### config.mk
export PLATFORM = sky130hd
export DESIGN_NAME = loproc_normalizer32_flat
export DESIGN_NICKNAME = d
export VERILOG_FILES = /design/src/rtl/loproc_normalizer32_if.sv /design/src/rtl/loproc_normalizer32.sv /design/src/flat_wrapper.sv
export SDC_FILE = /design/constraint.sdc
export NUM_CORES = 1
export LEC_CHECK = 0
export BUFFER_PORTS_ARGS = -buffer_cell sky130_fd_sc_hd__buf_2
export CORE_ASPECT_RATIO = 1.2
export CORE_MARGIN = 2
export CORE_UTILIZATION = 48
export CTS_CLUSTER_DIAMETER = 150
export CTS_CLUSTER_SIZE = 25
export DETAILED_ROUTE_END_ITERATION = 10
export PLACE_DENSITY_LB_ADDON = 0.08
export SLEW_MARGIN = 20
export SYNTH_ARGS = -nofsm -noshare
export SYNTH_HDL_FRONTEND = slang
export SYNTH_SLANG_ARGS = --single-unit
export TNS_END_PERCENT = 1
### constraint.sdc
create_clock -name clk -period 3.3 [get_ports clk]
set_input_delay 0.66 -clock clk [delete_from_list [all_inputs] [get_ports clk]]
set_output_delay 0.66 -clock clk [all_outputs]
set_load 0.005 [all_outputs]
### src/rtl/loproc_normalizer32_if.sv
// Request/result bundle for the 32-bit leading/trailing-zero normalizer.
// Handshake: start is sampled only while busy=0; done pulses for one cycle and results hold until the next accept.
interface loproc_normalizer32_if;
    logic        start;
    logic        tz_mode;
    logic [31:0] in_data;
    logic        busy;
    logic        done;
    logic [31:0] norm_out;
    logic [5:0]  zcount;
    logic        zero_flag;

    modport master (
        output start, tz_mode, in_data,
        input  busy, done, norm_out, zcount, zero_flag
    );

    modport slave (
        input  start, tz_mode, in_data,
        output busy, done, norm_out, zcount, zero_flag
    );
endinterface

### src/rtl/loproc_normalizer32.sv
// Multi-cycle CLZ/CTZ normalizer: coarse 4-bit steps, then fine 1-bit steps,
// returning the zero count and the word shifted so its MSB (or LSB) is set.
module loproc_normalizer32 #(
    parameter int DATA_WIDTH = 32,
    parameter int CNT_WIDTH  = 6
) (
    input  logic                  clk,
    input  logic                  rst_n,
    loproc_normalizer32_if.slave  bus,
    output logic [1:0]            dbg_state_o
);

    typedef enum logic [1:0] {
        S_IDLE   = 2'd0,
        S_COARSE = 2'd1,
        S_FINE   = 2'd2,
        S_DONE   = 2'd3
    } state_t;

    localparam logic [CNT_WIDTH-1:0] CNT_FULL = CNT_WIDTH'(DATA_WIDTH);

    state_t                  state_q;
    logic [DATA_WIDTH-1:0]   shreg_q;
    logic [CNT_WIDTH-1:0]    cnt_q;
    logic                    mode_q;
    logic                    busy_q;
    logic                    done_q;
    logic [DATA_WIDTH-1:0]   norm_q;
    logic [CNT_WIDTH-1:0]    zcount_q;
    logic                    zero_q;

    logic [3:0]              test_nibble;
    logic                    test_bit;
    logic [DATA_WIDTH-1:0]   shreg_sh4_d;
    logic [DATA_WIDTH-1:0]   shreg_sh1_d;
    logic [CNT_WIDTH-1:0]    cnt_p4_d;
    logic [CNT_WIDTH-1:0]    cnt_p1_d;

    // The "test end" is the MSB side in leading-zero mode and the LSB side in trailing-zero mode.
    always_comb begin
        test_nibble = mode_q ? shreg_q[3:0] : shreg_q[DATA_WIDTH-1 -: 4];
        test_bit    = mode_q ? shreg_q[0]   : shreg_q[DATA_WIDTH-1];
        shreg_sh4_d = mode_q ? (shreg_q >> 4) : (shreg_q << 4);
        shreg_sh1_d = mode_q ? (shreg_q >> 1) : (shreg_q << 1);
        cnt_p4_d    = cnt_q + CNT_WIDTH'(4);
        cnt_p1_d    = cnt_q + CNT_WIDTH'(1);
    end

    always_ff @(posedge clk or negedge rst_n) begin
        if (!rst_n) begin
            state_q  <= S_IDLE;
            shreg_q  <= '0;
            cnt_q    <= '0;
            mode_q   <= 1'b0;
            busy_q   <= 1'b0;
            done_q   <= 1'b0;
            norm_q   <= '0;
            zcount_q <= '0;
            zero_q   <= 1'b0;
        end else begin
            done_q <= 1'b0;
            case (state_q)
                S_IDLE: begin
                    if (bus.start) begin
                        shreg_q <= bus.in_data;
                        cnt_q   <= '0;
                        mode_q  <= bus.tz_mode;
                        busy_q  <= 1'b1;
                        state_q <= S_COARSE;
                    end
                end

                S_COARSE: begin
                    // The cnt guard ends an all-zero word after eight nibble steps.
                    if (cnt_q == CNT_FULL) begin
                        done_q   <= 1'b1;
                        norm_q   <= shreg_q;
                        zcount_q <= cnt_q;
                        zero_q   <= 1'b1;
                        state_q  <= S_DONE;
                    end else if (test_nibble == 4'd0) begin
                        shreg_q <= shreg_sh4_d;
                        cnt_q   <= cnt_p4_d;
                    end else begin
                        state_q <= S_FINE;
                    end
                end

                S_FINE: begin
                    if (test_bit || (cnt_q == CNT_FULL)) begin
                        done_q   <= 1'b1;
                        norm_q   <= shreg_q;
                        zcount_q <= cnt_q;
                        zero_q   <= (cnt_q == CNT_FULL);
                        state_q  <= S_DONE;
                    end else begin
                        shreg_q <= shreg_sh1_d;
                        cnt_q   <= cnt_p1_d;
                    end
                end

                S_DONE: begin
                    busy_q  <= 1'b0;
                    state_q <= S_IDLE;
                end

                default: begin
                    busy_q  <= 1'b0;
                    state_q <= S_IDLE;
                end
            endcase
        end
    end

    assign bus.busy      = busy_q;
    assign bus.done      = done_q;
    assign bus.norm_out  = norm_q;
    assign bus.zcount    = zcount_q;
    assign bus.zero_flag = zero_q;
    assign dbg_state_o   = state_q;

endmodule

### src/flat_wrapper.sv
// flat-port wrapper written by rule: the top's interface ports become plain ports
module loproc_normalizer32_flat 
#(
    parameter int DATA_WIDTH = 32,
    parameter int CNT_WIDTH  = 6
)
  (clk, rst_n, dbg_state_o, bus_start, bus_tz_mode, bus_in_data, bus_busy, bus_done, bus_norm_out, bus_zcount, bus_zero_flag);
  loproc_normalizer32_if bus_i ();
  input  logic clk;
  input  logic rst_n;
  output logic [1:0] dbg_state_o;
  input wire logic [$bits(bus_i.start)-1:0] bus_start;
  input wire logic [$bits(bus_i.tz_mode)-1:0] bus_tz_mode;
  input wire logic [$bits(bus_i.in_data)-1:0] bus_in_data;
  output wire logic [$bits(bus_i.busy)-1:0] bus_busy;
  output wire logic [$bits(bus_i.done)-1:0] bus_done;
  output wire logic [$bits(bus_i.norm_out)-1:0] bus_norm_out;
  output wire logic [$bits(bus_i.zcount)-1:0] bus_zcount;
  output wire logic [$bits(bus_i.zero_flag)-1:0] bus_zero_flag;
  assign bus_i.start = bus_start;
  assign bus_i.tz_mode = bus_tz_mode;
  assign bus_i.in_data = bus_in_data;
  assign bus_busy = bus_i.busy;
  assign bus_done = bus_i.done;
  assign bus_norm_out = bus_i.norm_out;
  assign bus_zcount = bus_i.zcount;
  assign bus_zero_flag = bus_i.zero_flag;
  loproc_normalizer32 #(.DATA_WIDTH(DATA_WIDTH), .CNT_WIDTH(CNT_WIDTH)) u_core (.clk(clk), .rst_n(rst_n), .bus(bus_i), .dbg_state_o(dbg_state_o));
endmodule
==> metrics.txt <==
antenna viol nets, final 0; critical path startpoint category flip-flop; later-pin clock latency in the skew report 340 ps; endpoints failing setup 0; Critical Path End Type flip-flop; Reg clk slew, reported paths 60 ps; CP Buf/Inv Count 2; final hold slack 311.2 ps; largest net degree at the start of global routing 72; ys flop type dfrtp_1; H-tree lvl count 3; Design Area, Final 0.005419 mm^2; post-cts resize count 0; PwrDens 1293 mW/mm^2; share of post-route cells with drive strength above 1 28.82%; Final Util 57.24%; most common cell after layout, fill and taps aside nand2_1; grt total ovfl 0; highest ir drop seen on vdd 1222 uV; Worst EP arrival 2830 ps; Tmin final 2580 ps; Syn Inst Count 503; Final HPWL DP 7979 um; number of setup buffers added after CTS 0; Synth Cell Area 0.004646 mm^2; Worst Setup Path Type reg -> reg; via count 3,880; RSZ-0062 raised after global routing no; Antenna Cells 0; Area Overhead vs Synth 16.64%; CP Cell Sequence inv_1 -> ha_1 -> nand4b_1 -> a21o_1 -> or4b_2 -> buf_4 -> o31ai_2; Largest delay share family, worst path simple AND/OR/NAND/NOR gates; post-synthesis sequential area ratio 44.17%; Die H 111.8 um; Max Fclk 387.6 MHz; Slew Limit Fails 0; Final Hold Viols 0; Async SR Flop Fraction 100.0%; Post-synth EDFFs 0; critical path's slowest cell or4b_2; PortBufs 78; Post-route DRC 0; total CTS buffers 9; Core ar. 0.009467 mm^2; IO Pins 79; Tot GR Track Use 23.05%; wire per inst 16.80 um; vias per inst 5.607; clk sinks 82; HP Class in -> async; warnings from Yosys 0; vias in the first global route 3,794; Die Width 93.81 um; max_slew headroom 55.11%; FF+latch count, synth 82; Avg Inst Size Synth 9.236 um^2; clk root buf clkbuf_16; die footprint 0.01048 mm^2; initial DRC count 263; dpl cell area 0.005097 mm^2; max-capacitance violation count 0; antenna violations before repair 0; final WL 11,630 um; actual slew at the worst max-slew pin 672.4 ps; status complete, no violations; Synth cell types 42; FP Rows 39; number of hold buffers added after CTS 0; Initial Utilization 49.07%; drt first pass iters 5; CTS tree built; most frequent cells in the layout 128 x nand2_1, 81 x dfrtp_1, 77 x buf_2, 36 x o21ai_0, 30 x nor2_1; first-pass GRT wire length 18,870 um; Final period util 78.17%; FF-to-FF setup slack 720 ps; Fin Setup TNS 0 ps; Longest Clk Path Bufs 2; Max Clock Skew 4.225 ps; Layout Nets 609; crit-path max cell delay 730 ps; CP Max Fanout 34; Leak 2.600 nW; Worst EP required 3550 ps; # fillers 893; GPL Wtd Cong 0.8761; Mapped Nets 548
Yosys cell counts, types with 4 or more instances:
| master | n | area share [%] |
|---|---|---|
| dfrtp_1 | 82 | 44 |
| buf_6 | 4 | 0.97 |
| o21ai_0 | 37 | 4.0 |
| o31ai_2 | 26 | 7.0 |
| nand2b_1 | 24 | 3.2 |
| a21oi_1 | 12 | 1.3 |
| a22oi_1 | 7 | 1.1 |
| nand2_1 | 128 | 10 |
| a221oi_1 | 26 | 4.9 |
| nor2_1 | 30 | 2.4 |
| mux2_2 | 29 | 7.0 |
| inv_1 | 15 | 1.2 |
| buf_2 | 8 | 0.86 |
| ha_1 | 9 | 2.4 |
| clkbuf_1 | 24 | 1.9 |
area by class of cell:
| class | count | area (um^2) | share of cell area (%) |
|---|---|---|---|
| sequential | 82 | 2053 | 37.89 |
| clock inverter | 4 | 75.07 | 1.385 |
| tap | 123 | 153.9 | 2.840 |
| clock buffer | 12 | 246.5 | 4.549 |
| multi-input combinational | 367 | 2362 | 43.59 |
| inverter | 16 | 60.06 | 1.108 |
| timing repair buffer | 88 | 467.9 | 8.635 |
through the flow:
step | std cells | power [mW] | worst slack (ps)
after global routing | 692 | 7.580 | 583.7
after CTS | 692 | 7.053 | 734.2
after detailed placement | 676 | 5.948 | 752.4
final | 692 | 7.008 | 720.3
after global placement | 676 | 5.855 | 803.1
after floorplan | 503 | 4.992 | 1163
worst reg2reg max path, stage by stage (launching register included):
cell and delay, ps:
dfrtp_1 400, inv_1 130, ha_1 230, nand4b_1 200, a21o_1 190, or4b_2 730, buf_4 310, o31ai_2 290
where the power goes:
group / internal [mW] / switching (mW) / leakage [nW] / total (mW)
Combinational: 1.66 / 2.38 / 1.42 / 4.03
Sequential: 1.49 / 0.399 / 1.03 / 1.89
Clock: 0.684 / 0.402 / 0.149 / 1.09
Total: 3.83 / 3.18 / 2.60 / 7.01
flip-flops by register name (all words and copies together) (netlist names):
signal                count
u_core.bus.busy           1
u_core.bus.done           1
u_core.bus.norm_out      32
u_core.bus.zcount         6
u_core.bus.zero_flag      1
u_core.cnt_q              6
u_core.dbg_state_o        2
u_core.mode_q             1
u_core.shreg_q           32
routing by layer:
| layer | GRT usage (%) | vias up | part of all wire (%) |
|---|---|---|---|
| li1 | - | 1884 | - |
| met4 | 9.372 | 0 | 2.0 |
| met2 | 38.76 | 95 | 51 |
| met3 | 4.060 | 19 | 3.7 |
| met5 | 0 | - | 0 |
| met1 | 29.17 | 1882 | 43 |
cell families after synthesis:
family,after synthesis,synth area share (%)
flip-flops,82,44.17
buffers and inverters,54,5.225
XOR/XNOR,1,0.1886
multiplexers,33,8.160
adder cells (fa/ha/maj),9,2.424
AO/OA/AOI/OAI,128,21.84
AND/OR/NAND/NOR,196,17.99
worst paths after layout:
path                                    startpoint                 endpoint  cells after the start
setup reg to reg                   u_core.cnt_q[2]       u_core.shreg_q[10]                      7
hold reg to reg            u_core.bus.norm_out[25]  u_core.bus.norm_out[25]                      2
max in group asynchronous                    rst_n       u_core.shreg_q[30]                      2
setup / recovery                   u_core.cnt_q[2]       u_core.shreg_q[10]                      7
hold / removal                               rst_n  u_core.bus.norm_out[18]                      1
min in group clk           u_core.bus.norm_out[25]  u_core.bus.norm_out[25]                      2
No activity file was read; power rests on OpenSTA's default activity.
